## config.mk

```make
export PLATFORM = sky130hd
export DESIGN_NAME = bjack_dealer
export DESIGN_NICKNAME = d
export VERILOG_FILES = /design/src/rtl/bjack_pkg.sv /design/src/rtl/bjack_lfsr8.sv /design/src/rtl/bjack_dealer.sv
export SDC_FILE = /design/constraint.sdc
export NUM_CORES = 1
export LEC_CHECK = 0
export BUFFER_PORTS_ARGS = -buffer_cell sky130_fd_sc_hd__clkbuf_2
export CAP_MARGIN = 20
export CORE_MARGIN = 2
export CORE_UTILIZATION = 65
export DETAILED_ROUTE_END_ITERATION = 12
export GPL_ROUTABILITY_DRIVEN = 0
export PLACE_DENSITY = 0.92
export SYNTH_ARGS = -nofsm -noshare
export SYNTH_HDL_FRONTEND = slang
export SYNTH_SLANG_ARGS = --single-unit
```

## constraint.sdc

```tcl
create_clock -name SYS_CLK -period 8.3 [get_ports SYS_CLK]
set_clock_uncertainty 0.2 [all_clocks]
set_input_delay 0.415 -clock SYS_CLK [delete_from_list [all_inputs] [get_ports SYS_CLK]]
set_output_delay 0.415 -clock SYS_CLK [all_outputs]
set_load 0.01 [all_outputs]
```

## src/rtl/bjack_pkg.sv

```systemverilog
// Shared constants and types for the blackjack card shoe: rank geometry,
// per-rank starting counts and the dealer FSM encoding.
package bjack_pkg;

    localparam int RANKS     = 10;
    localparam int DECK_SIZE = 52;
    localparam int CARD_W    = 4;
    localparam int CNT_W     = 5;

    typedef logic [CNT_W-1:0] cnt_t;

    // Index 8 covers 10/J/Q/K, index 9 is the ace.
    localparam cnt_t INIT_CNT [RANKS] = '{
        5'd4, 5'd4, 5'd4, 5'd4, 5'd4, 5'd4, 5'd4, 5'd4, 5'd16, 5'd4
    };

    typedef enum logic [1:0] {
        IDLE    = 2'd0,
        DRAW    = 2'd1,
        SEARCH  = 2'd2,
        PRESENT = 2'd3
    } dealer_state_e;

endpackage

```

## src/rtl/bjack_lfsr8.sv

```systemverilog
// Free-running 8-bit Galois LFSR, x^8+x^6+x^5+x^4+1; advances every cycle.
// Latency: output is the registered state. No backpressure; never stalls.
module bjack_lfsr8 #(
    parameter logic [7:0] SEED = 8'hA5
) (
    input  logic       SYS_CLK,
    input  logic       GEN_RES,
    output logic [7:0] lfsr_o
);

    // Right-shifting Galois form: feedback bit 0 XORs into taps 8,6,5,4.
    localparam logic [7:0] TAPS = 8'hB8;

    logic [7:0] lfsr_q, lfsr_d;

    always_comb begin
        lfsr_d = {1'b0, lfsr_q[7:1]};
        if (lfsr_q[0]) begin
            lfsr_d = lfsr_d ^ TAPS;
        end
    end

    always_ff @(posedge SYS_CLK) begin
        if (GEN_RES) begin
            lfsr_q <= SEED;
        end else begin
            lfsr_q <= lfsr_d;
        end
    end

    assign lfsr_o = lfsr_q;

endmodule

```

## src/rtl/bjack_dealer.sv

```systemverilog
// Card shoe: one card drawn without replacement per NEXT_C rising edge, 3..12 cycles to CARD_VLD.
// Requests arriving while BUSY are dropped, not queued.
// BJACK_DEALER_AUTOFILL_EN: a request on an empty shoe restocks and draws instead of being ignored.
import bjack_pkg::*;

module bjack_dealer #(
    parameter logic [7:0] SEED = 8'hA5
) (
    input  logic              SYS_CLK,
    input  logic              GEN_RES,
    input  logic              NEW_G,
    input  logic              NEXT_C,
    output logic [CARD_W-1:0] CARD,
    output logic              CARD_VLD,
    output logic              BUSY,
    output logic              EMPTY,
    output logic [5:0]        LEFT
);

    dealer_state_e     state_q, state_d;
    logic              next_c_q;
    logic              req_edge;
    logic [3:0]        idx_q, idx_d;
    logic [3:0]        draw_idx;
    cnt_t              cnt_q [RANKS];
    cnt_t              cnt_d [RANKS];
    logic [5:0]        left_q, left_d;
    logic              empty_q, empty_d;
    logic [CARD_W-1:0] card_q, card_d;
    logic [7:0]        lfsr_w;
    logic              lfsr_unused;

    bjack_lfsr8 #(.SEED(SEED)) u_lfsr (
        .SYS_CLK (SYS_CLK),
        .GEN_RES (GEN_RES),
        .lfsr_o  (lfsr_w)
    );

    assign lfsr_unused = ^lfsr_w[7:4];
    assign req_edge    = NEXT_C & ~next_c_q;
    assign draw_idx    = (lfsr_w[3:0] >= 4'd10) ? (lfsr_w[3:0] - 4'd10) : lfsr_w[3:0];

    always_comb begin
        state_d = state_q;
        idx_d   = idx_q;
        cnt_d   = cnt_q;
        left_d  = left_q;
        empty_d = empty_q;
        card_d  = card_q;

        if (NEW_G) begin
            cnt_d   = INIT_CNT;
            left_d  = 6'(DECK_SIZE);
            empty_d = 1'b0;
            state_d = IDLE;
        end else begin
            unique case (state_q)
                IDLE: begin
                    if (req_edge) begin
                        if (!empty_q) begin
                            state_d = DRAW;
                        end else begin
`ifdef BJACK_DEALER_AUTOFILL_EN
                            cnt_d   = INIT_CNT;
                            left_d  = 6'(DECK_SIZE);
                            empty_d = 1'b0;
                            state_d = DRAW;
`endif
                        end
                    end
                end
                DRAW: begin
                    idx_d   = draw_idx;
                    state_d = SEARCH;
                end
                SEARCH: begin
                    // Guaranteed to find a card: DRAW is only entered with LEFT > 0.
                    if (cnt_q[idx_q] != '0) begin
                        cnt_d[idx_q] = cnt_q[idx_q] - 1'b1;
                        left_d       = left_q - 6'd1;
                        empty_d      = (left_q == 6'd1);
                        card_d       = CARD_W'(idx_q + 4'd2);
                        state_d      = PRESENT;
                    end else begin
                        idx_d = (idx_q == 4'(RANKS - 1)) ? 4'd0 : (idx_q + 4'd1);
                    end
                end
                PRESENT: begin
                    state_d = IDLE;
                end
                default: begin
                    state_d = IDLE;
                end
            endcase
        end
    end

    always_ff @(posedge SYS_CLK) begin
        if (GEN_RES) begin
            state_q  <= IDLE;
            next_c_q <= 1'b0;
            idx_q    <= '0;
            cnt_q    <= INIT_CNT;
            left_q   <= 6'(DECK_SIZE);
            empty_q  <= 1'b0;
            card_q   <= '0;
        end else begin
            state_q  <= state_d;
            next_c_q <= NEXT_C;
            idx_q    <= idx_d;
            cnt_q    <= cnt_d;
            left_q   <= left_d;
            empty_q  <= empty_d;
            card_q   <= card_d;
        end
    end

    assign CARD     = card_q;
    assign CARD_VLD = (state_q == PRESENT);
    assign BUSY     = (state_q != IDLE);
    assign EMPTY    = empty_q;
    assign LEFT     = left_q;

endmodule

```

Word level (Yosys, flattened, before mapping):

Cells that the tools add are included.

* ROM bits: 0
* output and inout bits: 13
* latch bits: 0
* RAM bits: 0
* register bits: 76
* input bits: 4
* logic and storage cells: 64
* memories: 0

* $lt $le $gt $ge: 3
* $mul: 0
* reduce and logical (&&, ||, !) cells: 10
* multiplexer cells: 15
* bitwise gates (word level): 5
* divide/modulo/power cells: 0
* shifts and indexed selects: 0
* equality and inequality tests: 9
* $add $sub $neg: 5

Operators by type and width (count)
* 50-bit bitwise mux: 1
* 5-bit binary-select mux with 4-bit select: 1
* 5-bit demux with 4-bit select: 1
* 5-bit 2-to-1 mux: 3
* 4-bit 2-to-1 mux: 3
* 3-bit AND reduction: 3
* 8-bit 2-to-1 mux: 1
* 2-bit inequality test, second input constant: 4
* 2-bit case mux with 4 select lines: 1
* 4-bit case mux with 2 select lines: 1
* 6-bit by 1-bit equality test with 1-bit output, second input constant: 1
* 2-bit 2-to-1 mux: 3
* 6-bit by 1-bit subtractor with 6-bit output, second input constant: 1
* 5-bit >= comparator, second input constant: 1
* 5-bit by 1-bit less-than comparator with 1-bit output, second input constant: 1
* 4-bit NOT with 5-bit output: 1
* 5-bit nonzero test: 1
* 5-bit by 1-bit subtractor with 5-bit output, second input constant: 1
* 4-bit by 1-bit adder with 4-bit output, second input constant: 1
* 4-bit by 2-bit adder with 4-bit output, second input constant: 1
* 2-bit equality test, second input constant: 2
* 4-bit equality test, second input constant: 1
* 4-bit >= comparator, second input constant: 1
* 3-bit NOT with 4-bit output: 1
* other kinds (9): 11

Logic depth before layout (Yosys ltp):

Gate-level depths: netlist (run 1).

* word-level depth: 7
* gate-level depth with buffers: 12
* gate-level depth less buffers: 8

Cells and area by module:

A second synthesis (run 1) with hierarchy kept.

* cell total of the unflattened synthesis: 414
* area total of the unflattened synthesis: 3890.0 µm²

By module, submodules not included
* bjack_dealer: area each 3621.0 µm², cells an instance 390, instances 1, seq. area each 1361.3 µm²
* bjack_lfsr8: area each 269.0 µm², cells an instance 24, instances 1, seq. area each 160.2 µm²

Worst setup path before layout (run 1):

Ideal clock, no wire load.

* path kind: register to register
* start point: reg idx_q[1]
* end point: reg state_q[0]
* data required time: 7.981 ns
* arrival time: 2.534 ns
* stages on the path, launching flop included: 11
* period minus slack after synthesis: 2.852 ns
* library setup time: 0.119 ns
* setup slack: 5.448 ns
* path buffers: 2
* cells stage by stage: dfxtp_1 -> buf_6 -> buf_2 -> mux2i_1 -> o22ai_1 -> o31ai_1 -> ha_1 -> nand3_2 -> nor3_2 -> a21oi_1 -> o221a_2

* longest elaborated chain between the ends: 7

RTL lines
* from (decl): line bjack_dealer.sv:23 `logic [3:0] idx_q, idx_d;`
* from (signal assigned): line bjack_dealer.sv:110 `idx_q <= idx_d;`
* 4-bit NOT with 5-bit output (not written as such): line bjack_dealer.sv:78 `if (cnt_q[idx_q] != '0) begin`
* 5-bit binary-select mux with 4-bit select: line bjack_dealer.sv:78
* 5-bit 2-to-1 mux (not written as such) (2 in series): line bjack_dealer.sv:78
* 5-bit nonzero test: line bjack_dealer.sv:78
* 2-bit inequality test (no source line)
* 3-bit AND reduction (no source line)
* to (signal assigned): line bjack_dealer.sv:108 `state_q <= state_d;`
* to (decl): line bjack_dealer.sv:20 `dealer_state_e state_q, state_d;`

No other way between the ends. The select of a mux whose other input is x is not followed.
A chain may end at the register's enable or synchronous reset.

Worst setup path after layout (run 1):

* start point: reg idx_q[0]
* end point: reg cnt_q[3] (netlist bit)

* longest elaborated chain between the ends: 6
* elaborated cells on any way between the ends: 13
* those cells by class: 1 x add/sub; 2 x order compare; 6 x mux; 1 x bitwise; 3 x reduce/logical

RTL lines
* 4-bit NOT with 5-bit output (not written as such) (*): line bjack_dealer.sv:78, bjack_dealer.sv:79
* 5-bit binary-select mux with 4-bit select (tied with other cells): line bjack_dealer.sv:78, bjack_dealer.sv:79
* 5-bit 2-to-1 mux (not written as such) or 1-bit logical AND (tied branches): line bjack_dealer.sv:78, bjack_dealer.sv:79
* 5-bit 2-to-1 mux (on tied branches): line bjack_dealer.sv:78, bjack_dealer.sv:79
* 5-bit by 1-bit subtractor with 5-bit output (tied with other cells): line bjack_dealer.sv:79 `cnt_d[idx_q] = cnt_q[idx_q] - 1'b1;`
* 50-bit bitwise mux or 2-bit AND reduction (tied branches)
* to (signal assigned): line bjack_dealer.sv:111 `cnt_q <= cnt_d;`
* to (decl): line bjack_dealer.sv:25 `cnt_t cnt_q [RANKS];`

Mark *: on every way between the ends. The rest lies on a longest branch, timed or not. The select of a mux whose other input is x is not followed.

==> results of run 1 <==
[layout make-up]
class	instances	area [um^2]	area share
Sequential cell	76	1520	0.377
Tap cell	72	90.1	0.0223
Clock buffer	9	124	0.0307
Inverter	11	41.3	0.0102
Multi-Input combinational cell	292	2080	0.516
Timing Repair Buffer	19	103	0.0254
Clock inverter	7	73.8	0.0183
[path summary, 6_finish.rpt]
path | from | endpoint | slack, ns | depth (start not counted)
worst max-delay path | idx_q[0]$_SDFFE_PP0P_ | cnt_q[3]$_SDFFE_PP0P_ | 4.86 | 8
worst min-delay path | NEXT_C | next_c_q$_SDFF_PP0_ | 0.09 | 2
worst max register to register | idx_q[0]$_SDFFE_PP0P_ | cnt_q[3]$_SDFFE_PP0P_ | 4.86 | 8
worst min register to register | cnt_q[7]$_SDFFE_PP0P_ | cnt_q[7]$_SDFFE_PP0P_ | 0.26 | 2
[cells in the final DEF, fill, tap and decap left out, drive strengths merged, types with 4 or more instances in the layout]
cell    count
dfxtp      76
mux2i      38
nor2       37
nand2      34
clkbuf     25
nand3      22
o21ai      15
a21oi      14
inv        13
a31oi      12
mux2        9
nor2b       8
ha          8
nor3        8
a32o        7
xnor2       6
a21boi      6
nor3b       5
nand4       5
a211oi      5
or2         4
nand2b      4
and2        4
o31ai       4
[per-stage QoR]
| step | hold slack [ns] | instances | cell area [um^2] |
|---|---|---|---|
| after floorplan | 0.214 | 407 | 3780 |
| after global placement | 0.236 | 470 | 3840 |
| after detailed placement | 0.246 | 470 | 3840 |
| after CTS | 0.0803 | 486 | 4040 |
| after global routing | 0.0980 | 486 | 4040 |
| final | 0.0945 | 486 | 4040 |
[per-layer routing]
metal,share of wire,vias to the layer above,track usage
met4,0.020,0,0.102
met2,0.47,162,0.465
met5,0,-,0
met1,0.43,1537,0.396
li1,-,1484,-
met3,0.076,23,0.0719
[report_power, final]
part / leakage, nW / switching (mW) / internal (mW)
sequential: 0.616 / 0.00795 / 0.370
clock: 0.100 / 0.144 / 0.140
combinational: 0.832 / 0.0357 / 0.0193
total: 1.55 / 0.187 / 0.529
[registers in the layout (all words and copies together) (netlist names)]
signal and count:
cnt_q 50, EMPTY 1, idx_q 4, next_c_q 1, LEFT 6, state_q 2
CARD 4, u_lfsr.lfsr_o 8
[logic make-up (layout without fill, tap and decap cells)]
kind of cell,after synthesis,count (layout),share of synthesized area
buf+inv,39,46,0.0470
flops,76,76,0.402
simple gates,141,141,0.186
xor+xnor,6,6,0.0139
fa+ha+maj,8,8,0.0265
mux,50,50,0.146
compound gates,87,87,0.178
[critical path: stages, from the launching register on]
cell	delay, ns
dfxtp_1	0.95
mux4_2	0.61
nand2_1	0.08
o211a_1	0.15
ha_1	0.27
nand3_2	0.26
o31ai_4	0.54
and3_1	0.22
a31o_2	0.09
==> impl_metrics.py, run 1 <==
metrics = {
    "routing": {
        "dr.pass1.iters": 5,
        "viasPerCell": 6.60,
        "ant_nets": 0,
        "wl_per_cell_um": 18.2,
        "drt_iter0_drc": 346,
        "dr_total_vias": 3206,
        "wl_mm": 8.85,
        "drc_errors": 0,
    },
    "yosys": {
        "ys_ff_latch": 76,
        "synthArstFlopShare": 0,
        "avgSynthCellArea_um2": 9.29,
        "synth_cell_types": 61,
        "synth_top_area_share": 0.402,
        "synthTopCellsByArea": "dfxtp_1 40%, mux2i_1 10%, nor2_1 3.7%",
        "yosysMostFrequentCell": "dfxtp_1",
        "synthesis.area_um2": 3780,
        "synth_seq_area_share": 0.402,
        "synth_cells": 407,
        "syn-num-nets": 419,
        "synth_area_leader_cell": "dfxtp_1",
        "yosysWarnings": 0,
        "synth-edff-count": 0,
        "synth_ff_type": "dfxtp_1",
        "synth_common_cells": "76 x dfxtp_1, 38 x mux2i_1, 37 x nor2_1",
    },
    "power_and_ir_drop": {
        "vdd_drop_max_mv": 0.143,
        "power_uw": 716,
        "p_per_area_nw_per_um2": 177,
        "total_leakage_power_nw": 1.55,
    },
    "cts": {
        "postCtsSetupBuffers": 0,
        "post_cts_resized": 0,
        "cts_buffers": 9,
        "cts.sinks": 76,
        "clkSlewWorstSetupHoldPaths_ns": 0.08,
        "cts_tree": "built",
        "cts_max_path_buffers": 2,
        "cts.hold.buffers_added": 0,
        "clk-insertion-delay-late_ns": 0.36,
        "cts_max_level": 3,
        "cts-root-buf": "clkbuf_8",
    },
    "timing": {
        "fmax_ghz": 0.291,
        "finalWorstSetupSlack_ns": 4.86,
        "max-slew-margin-rel": 0.355,
        "setup_viol": 0,
        "fin_crit_ns": 3.44,
        "hold_viol": 0,
        "post-route-period-util": 0.414,
        "final.setup.tns_ns": 0,
        "worstMarginPinSlew_ns": 0.966,
        "drv_slew": 0,
        "rsz0062_at_grt": "no",
    },
    "global_route": {
        "globalRouteTotalUtil": 0.295,
        "grt-ovfl-total": 0,
        "grt_pass1_vias": 2942,
        "grt_start_max_net_pins": 44,
        "grt_pass1_wl_mm": 14.4,
        "antenna_found_initial": 0,
    },
    "critical_path": {
        "worstSetupPathType": "flip-flop to flip-flop",
        "end_kind": "flip-flop",
        "start_kind": "flip-flop",
        "required_ns": 8.41,
        "crit_arrival_ns": 3.55,
        "cp_max_fo": 24,
    },
    "finish": {
        "fin_nets": 421,
        "fill_cells": 414,
        "area_growth_pct": 6.78,
        "diodes": 0,
        "drive_above_1_share": 0.157,
        "final_util": 0.724,
    },
    "placement": {
        "io_buffers": 16,
        "post-dp-hpwl_mm": 6.07,
        "dpl_worst_slack_ns": 4.95,
    },
    "status": {
        "status": "finished, final reports clean",
    },
    "floorplan": {
        "die_h_um": 80.3,
        "rows": 27,
        "die-area_um2": 6440,
        "ios": 17,
        "die_x_um": 80.3,
        "start_util": 0.678,
        "core_um2": 5570,
    },
    "min_path": {
        "hp-class": "primary input to flip-flop",
    },
    "job": {
        "maxCapViolCount": 0,
    },
}
Power figures use the tool's default switching activity.
==> run 2: changes to the inputs <==
--- a/config.mk
+++ b/config.mk
@@ -8,10 +8,10 @@
 export BUFFER_PORTS_ARGS = -buffer_cell sky130_fd_sc_hd__clkbuf_2
 export CAP_MARGIN = 20
 export CORE_MARGIN = 2
-export CORE_UTILIZATION = 65
+export CORE_UTILIZATION = 55
 export DETAILED_ROUTE_END_ITERATION = 12
 export GPL_ROUTABILITY_DRIVEN = 0
-export PLACE_DENSITY = 0.92
+export PLACE_DENSITY = 0.83
 export SYNTH_ARGS = -nofsm -noshare
 export SYNTH_HDL_FRONTEND = slang
 export SYNTH_SLANG_ARGS = --single-unit
==> constraint.sdc (replaced) <==
create_clock -name SYS_CLK -period 2.9 [get_ports SYS_CLK]
set_clock_uncertainty 0.2 [all_clocks]
set_input_delay 0.145 -clock SYS_CLK [delete_from_list [all_inputs] [get_ports SYS_CLK]]
set_output_delay 0.145 -clock SYS_CLK [all_outputs]
set_load 0.01 [all_outputs]
==> impl_metrics.py, run 2 (synthesized netlist as in run 1, its figures left out) <==
metrics = {
    "status": {
        "status": "finished, final reports clean",
    },
    "floorplan": {
        "core_um2": 6720,
        "start_util": 0.563,
        "die-area_um2": 7550,
        "ios": 17,
        "rows": 30,
        "die_x_um": 86.9,
        "die_h_um": 86.9,
    },
    "cts": {
        "cts.sinks": 76,
        "cts_buffers": 9,
        "clk-insertion-delay-late_ns": 0.36,
        "clkSlewWorstSetupHoldPaths_ns": 0.08,
        "cts-root-buf": "clkbuf_8",
        "cts_tree": "built",
        "cts_max_path_buffers": 2,
        "cts_max_level": 3,
    },
    "finish": {
        "fin_nets": 447,
        "regArea_um2": 1520,
        "area_growth_pct": 14.5,
        "top_register": "cnt_q",
        "multi_input_area_um2": 2130,
        "final_common_cell": "dfxtp_1",
        "fill_cells": 506,
        "largest_reg_flops": 50,
        "final_cell_mix": "75 x dfxtp_1, 36 x mux2i_1, 35 x nor2_1",
        "final_area_um2": 4330,
        "drive_above_1_share": 0.220,
        "diodes": 0,
    },
    "critical_path": {
        "r2r-end": "cnt_q[15]$_SDFFE_PP0P_",
        "crit_arrival_ns": 2.91,
        "crit_path_max_incr_delay_ns": 0.36,
        "r2r_start": "idx_q[1]$_SDFFE_PP0P_",
        "ff2ff_path_depth": 9,
        "cp_max_fo": 20,
        "critPathLaunch": "idx_q[1]$_SDFFE_PP0P_",
        "required_ns": 2.98,
        "cp_cell_sequence": "buf_12 > mux2i_1 > o22ai_1 > o31ai_2 > ha_2 > and3_4 > nand3_2 > nand3_1 > mux2i_1",
        "crit_end": "cnt_q[15]$_SDFFE_PP0P_",
        "end_kind": "flip-flop",
        "crit_path_top_delay_cell": "dfxtp_1",
        "worstSetupPathType": "flip-flop to flip-flop",
        "r2r_slack_ns": 0.07,
        "cp_common_cell": "mux2i_1",
        "start_kind": "flip-flop",
    },
    "routing": {
        "drt_iter0_drc": 315,
        "dr_total_vias": 3247,
        "viasPerCell": 6.24,
        "drc_errors": 0,
        "wl_per_cell_um": 17.7,
        "wl_mm": 9.22,
        "dr.pass1.iters": 5,
        "ant_nets": 0,
    },
    "global_route": {
        "grt_start_max_net_pins": 44,
        "globalRouteTotalUtil": 0.262,
        "grt_pass1_wl_mm": 15.2,
        "grt-ovfl-total": 0,
        "grt_pass1_vias": 3160,
        "antenna_found_initial": 0,
    },
    "job": {
        "maxCapViolCount": 0,
    },
    "min_path": {
        "hold_start": "NEW_G",
        "hp-class": "primary input to flip-flop",
    },
    "placement": {
        "post-dp-hpwl_mm": 6.28,
        "io_buffers": 16,
        "placed_cell_area_um2": 4030,
    },
    "timing": {
        "fin_crit_ns": 2.83,
        "final.setup.tns_ns": 0,
        "drv_slew": 0,
        "max-slew-margin-rel": 0.491,
        "hold_viol": 0,
        "fin_hold_ws_ns": 0.0205,
        "worstMarginPinSlew_ns": 0.764,
        "fmax_ghz": 0.354,
        "rsz0062_at_grt": "yes",
        "post-route-period-util": 0.974,
        "setup_viol": 0,
    },
    "power_and_ir_drop": {
        "p_per_area_nw_per_um2": 501,
        "vdd_drop_max_mv": 0.360,
        "total_leakage_power_nw": 1.69,
        "power_mw": 2.17,
    },
}
run 2: cell types whose count changed in the layout (fill, tap and decap cells not counted), moves of 2 or more:
cell	change
mux2i_2	+2
buf_4	+22
dlygate4sd3_1	+3
mux2i_1	-2
run 2: layout make-up:
type	instances	area share
clock buffers	9	0.0286
inverters	11	0.00953
multi-input cells	292	0.491
clock inverters	7	0.0228
flip-flops and latches	76	0.352
well taps	80	0.0231
repair buffers	45	0.0734
run 2: worst min-delay path by stage:
stage                           endpoint  slack, ns  cells past startpoint
finish              CARD[1]$_SDFFE_PP0P_       0.02                      3
global route        CARD[1]$_SDFFE_PP0P_       0.07                      3
CTS                 CARD[1]$_SDFFE_PP0P_       0.01                      3
detailed placement   next_c_q$_SDFF_PP0_       0.18                      2
global placement     next_c_q$_SDFF_PP0_       0.17                      2
floorplan            next_c_q$_SDFF_PP0_       0.07                      1
run 2: where the power goes:
group / switching [mW] / internal [mW]
sequential: 0.0149 / 1.06
clock: 0.416 / 0.490
combinational: 0.118 / 0.0728
run 2: repair_timing:
| item | 4_1_cts | 5_1_grt |
|---|---|---|
| gates resized for setup | 4 | 7 |
| hold buffers | 3 | 0 |
| setup buffers | 1 | 0 |
| pin swaps | 1 | 0 |
| endpoints found under the setup margin | 35 | 60 |
| endpoints found under the hold margin | 7 | 0 |
run 2: through the flow:
stage | setup slack, ns | cells | util
floorplan | 0.0475 | 407 | -
global placement | 0.0555 | 500 | 0.599
detailed placement | -0.0487 | 500 | 0.599
CTS | 0.00388 | 520 | 0.640
global route | -0.0420 | 520 | 0.645
finish | 0.0747 | 520 | 0.645
run 2: layer usage:
metal | share of wire | vias to the layer above | wire length, um | track usage
li1 | - | 1538 | - | -
met1 | 0.44 | 1548 | 4010 | 0.323
met2 | 0.47 | 130 | 4350 | 0.412
met3 | 0.062 | 31 | 567 | 0.0834
met4 | 0.031 | 0 | 282 | 0.129
met5 | 0 | - | 0 | 0
run 2: worst max-delay path: cells and delay by family, from the launching register on:
kind,cells,cell delay (ns)
multiplexers,2,0.51
adder cells (fa/ha/maj),1,0.32
buffers and inverters,1,0.19
flip-flops,1,0.36
AND/OR/NAND/NOR,3,0.72
AO/OA/AOI/OAI,2,0.42
==> run 3: changes to the inputs <==
--- a/config.mk
+++ b/config.mk
@@ -7,11 +7,12 @@
 export LEC_CHECK = 0
 export BUFFER_PORTS_ARGS = -buffer_cell sky130_fd_sc_hd__clkbuf_2
 export CAP_MARGIN = 20
-export CORE_MARGIN = 2
+export CORE_MARGIN = 5
 export CORE_UTILIZATION = 55
 export DETAILED_ROUTE_END_ITERATION = 12
 export GPL_ROUTABILITY_DRIVEN = 0
 export PLACE_DENSITY = 0.83
+export RECOVER_POWER = 50
 export SYNTH_ARGS = -nofsm -noshare
 export SYNTH_HDL_FRONTEND = slang
 export SYNTH_SLANG_ARGS = --single-unit
==> impl_metrics.py, run 3 (synthesized netlist as in run 1, its figures left out) <==
metrics = {
    "critical_path": {
        "worst-path-buf-inv": 2,
        "cp_max_fo": 10,
        "cp_common_cell": "buf_4",
        "r2r_start": "idx_q[0]$_SDFFE_PP0P_",
        "end_kind": "flip-flop",
        "crit_path_max_incr_delay_ns": 0.45,
        "worstSetupPathType": "flip-flop to flip-flop",
        "required_ns": 3.01,
        "cpLargestDelayFamily": "multiplexers",
        "start_kind": "flip-flop",
        "crit_arrival_ns": 3.04,
        "cp_cell_sequence": "buf_4 > mux2_2 > a222oi_1 > and2_2 > buf_4 > nand4_1 > mux2i_2 > a32o_1",
        "crit_path_top_delay_cell": "dfxtp_2",
        "critPathLaunch": "idx_q[0]$_SDFFE_PP0P_",
    },
    "status": {
        "status": "finished, violations left",
        "violations": "negative setup slack",
    },
    "cts": {
        "postCtsSetupBuffers": 0,
        "cts_tree": "built",
        "cts_max_path_buffers": 2,
        "clk-insertion-delay-late_ns": 0.37,
        "cts-root-buf": "clkbuf_8",
        "clkSlewWorstSetupHoldPaths_ns": 0.08,
        "cts_max_level": 3,
        "cts.sinks": 76,
        "cts_buffers": 9,
    },
    "finish": {
        "multi_input_area_um2": 2170,
        "drive_above_1_share": 0.203,
        "final_util": 0.645,
        "diodes": 0,
        "regArea_um2": 1520,
        "fin_nets": 446,
        "area_growth_pct": 15.3,
        "final_common_cell": "dfxtp_1",
        "fill_cells": 506,
        "final_area_um2": 4360,
        "top_register": "cnt_q",
        "final_cell_mix": "74 x dfxtp_1, 36 x mux2i_1, 35 x nor2_1",
        "largest_reg_flops": 50,
    },
    "floorplan": {
        "ios": 17,
        "rows": 30,
        "die_x_um": 92.9,
        "start_util": 0.560,
        "die-area_um2": 8630,
        "die_h_um": 92.9,
        "core_um2": 6760,
    },
    "power_and_ir_drop": {
        "pwr-share-seq": 0.492,
        "total_leakage_power_nw": 1.66,
        "pwr-share-comb": 0.090,
        "power_mw": 2.18,
        "p_clk_frac": 0.418,
        "cell_internal_pwr_mw": 1.64,
        "p_per_area_nw_per_um2": 501,
        "vdd_drop_max_mv": 0.494,
        "p_sw_frac": 0.249,
        "switchingPower_uw": 544,
    },
    "timing": {
        "rsz0062_at_grt": "yes",
        "fmax_ghz": 0.341,
        "drv_slew": 0,
        "final.setup.tns_ns": -0.0793,
        "worstMarginPinSlew_ns": 0.747,
        "post-route-period-util": 1.01,
        "max-slew-margin-rel": 0.502,
        "setup_viol": 5,
        "fin_crit_ns": 2.93,
        "hold_viol": 0,
        "fin_hold_ws_ns": 0.0481,
        "finalWorstSetupSlack_ns": -0.0319,
    },
    "global_route": {
        "grt_start_max_net_pins": 21,
        "grt_pass1_wl_mm": 16.0,
        "globalRouteTotalUtil": 0.239,
        "grt-ovfl-total": 0,
        "antenna_found_initial": 0,
        "grt_pass1_vias": 3250,
    },
    "routing": {
        "drc_errors": 0,
        "drt_iter0_drc": 474,
        "dr_total_vias": 3343,
        "ant_nets": 0,
        "viasPerCell": 6.44,
        "wl_mm": 10.2,
        "wl_per_cell_um": 19.7,
        "dr.pass1.iters": 6,
    },
    "min_path": {
        "hold_start": "NEW_G",
        "hp-class": "primary input to flip-flop",
    },
    "placement": {
        "placed_cell_area_um2": 4030,
        "post-dp-hpwl_mm": 6.71,
        "io_buffers": 16,
    },
    "job": {
        "maxCapViolCount": 0,
    },
}
==> run 3: layer usage <==
layer	vias to the layer above	share of wire	GRT usage
li1	1532	-	-
met1	1612	0.42	0.289
met2	147	0.47	0.381
met3	52	0.063	0.0479
met4	0	0.047	0.161
met5	-	0	0
==> run 3: final cells by class <==
cell class | count | share of cell area
Clock buffer | 10 | 0.0316
Clock inverter | 6 | 0.0201
Inverter | 11 | 0.00947
Multi-Input combinational cell | 292 | 0.499
Sequential cell | 76 | 0.350
Tap cell | 80 | 0.0230
Timing Repair Buffer | 44 | 0.0672
==> run 3: final timing paths <==
path                                      end  slack, ns  depth (start not counted)
hold / removal           CARD[0]$_SDFFE_PP0P_       0.05                          3
setup / recovery       cnt_q[23]$_SDFFE_PP0P_      -0.03                          8
hold reg to reg   u_lfsr.lfsr_o[6]$_SDFF_PP0_       0.26                          1
setup reg to reg       cnt_q[23]$_SDFFE_PP0P_      -0.03                          8
==> run 3: per-stage QoR <==
| step | instances | setup WS [ns] |
|---|---|---|
| 6_report | 519 | -0.0319 |
| 5_1_grt | 519 | -0.107 |
| 4_1_cts | 519 | 0.000973 |
| 3_5_place_dp | 500 | -0.0131 |
| 3_3_place_gp | 500 | 0.0563 |
| 2_1_floorplan | 407 | 0.0475 |
==> run 3: what timing repair did <==
item,in CTS,in global routing
resized for setup,6,14
cloned,0,0
endpoints found under the setup margin,22,51
hold buffers,3,0
hold endpoints to repair,5,0
==> run 3: worst register-to-register path, stage by stage, from the launching register on <==
cell and delay (ns):
dfxtp_2 0.45, buf_4 0.25, mux2_2 0.39, a222oi_1 0.36, and2_2 0.37, buf_4 0.18
nand4_1 0.13, mux2i_2 0.35, a32o_1 0.20
==> run 3: power groups by stage <==
| stage | registers [mW] | clock network, mW | logic, mW |
|---|---|---|---|
| 2_1_floorplan | 1.09 | 0 | 0.131 |
| 3_3_place_gp | 1.10 | 0 | 0.170 |
| 3_5_place_dp | 1.10 | 0 | 0.174 |
| 4_1_cts | 1.07 | 0.915 | 0.182 |
| 5_1_grt | 1.08 | 0.956 | 0.209 |
| 6_report | 1.07 | 0.913 | 0.196 |
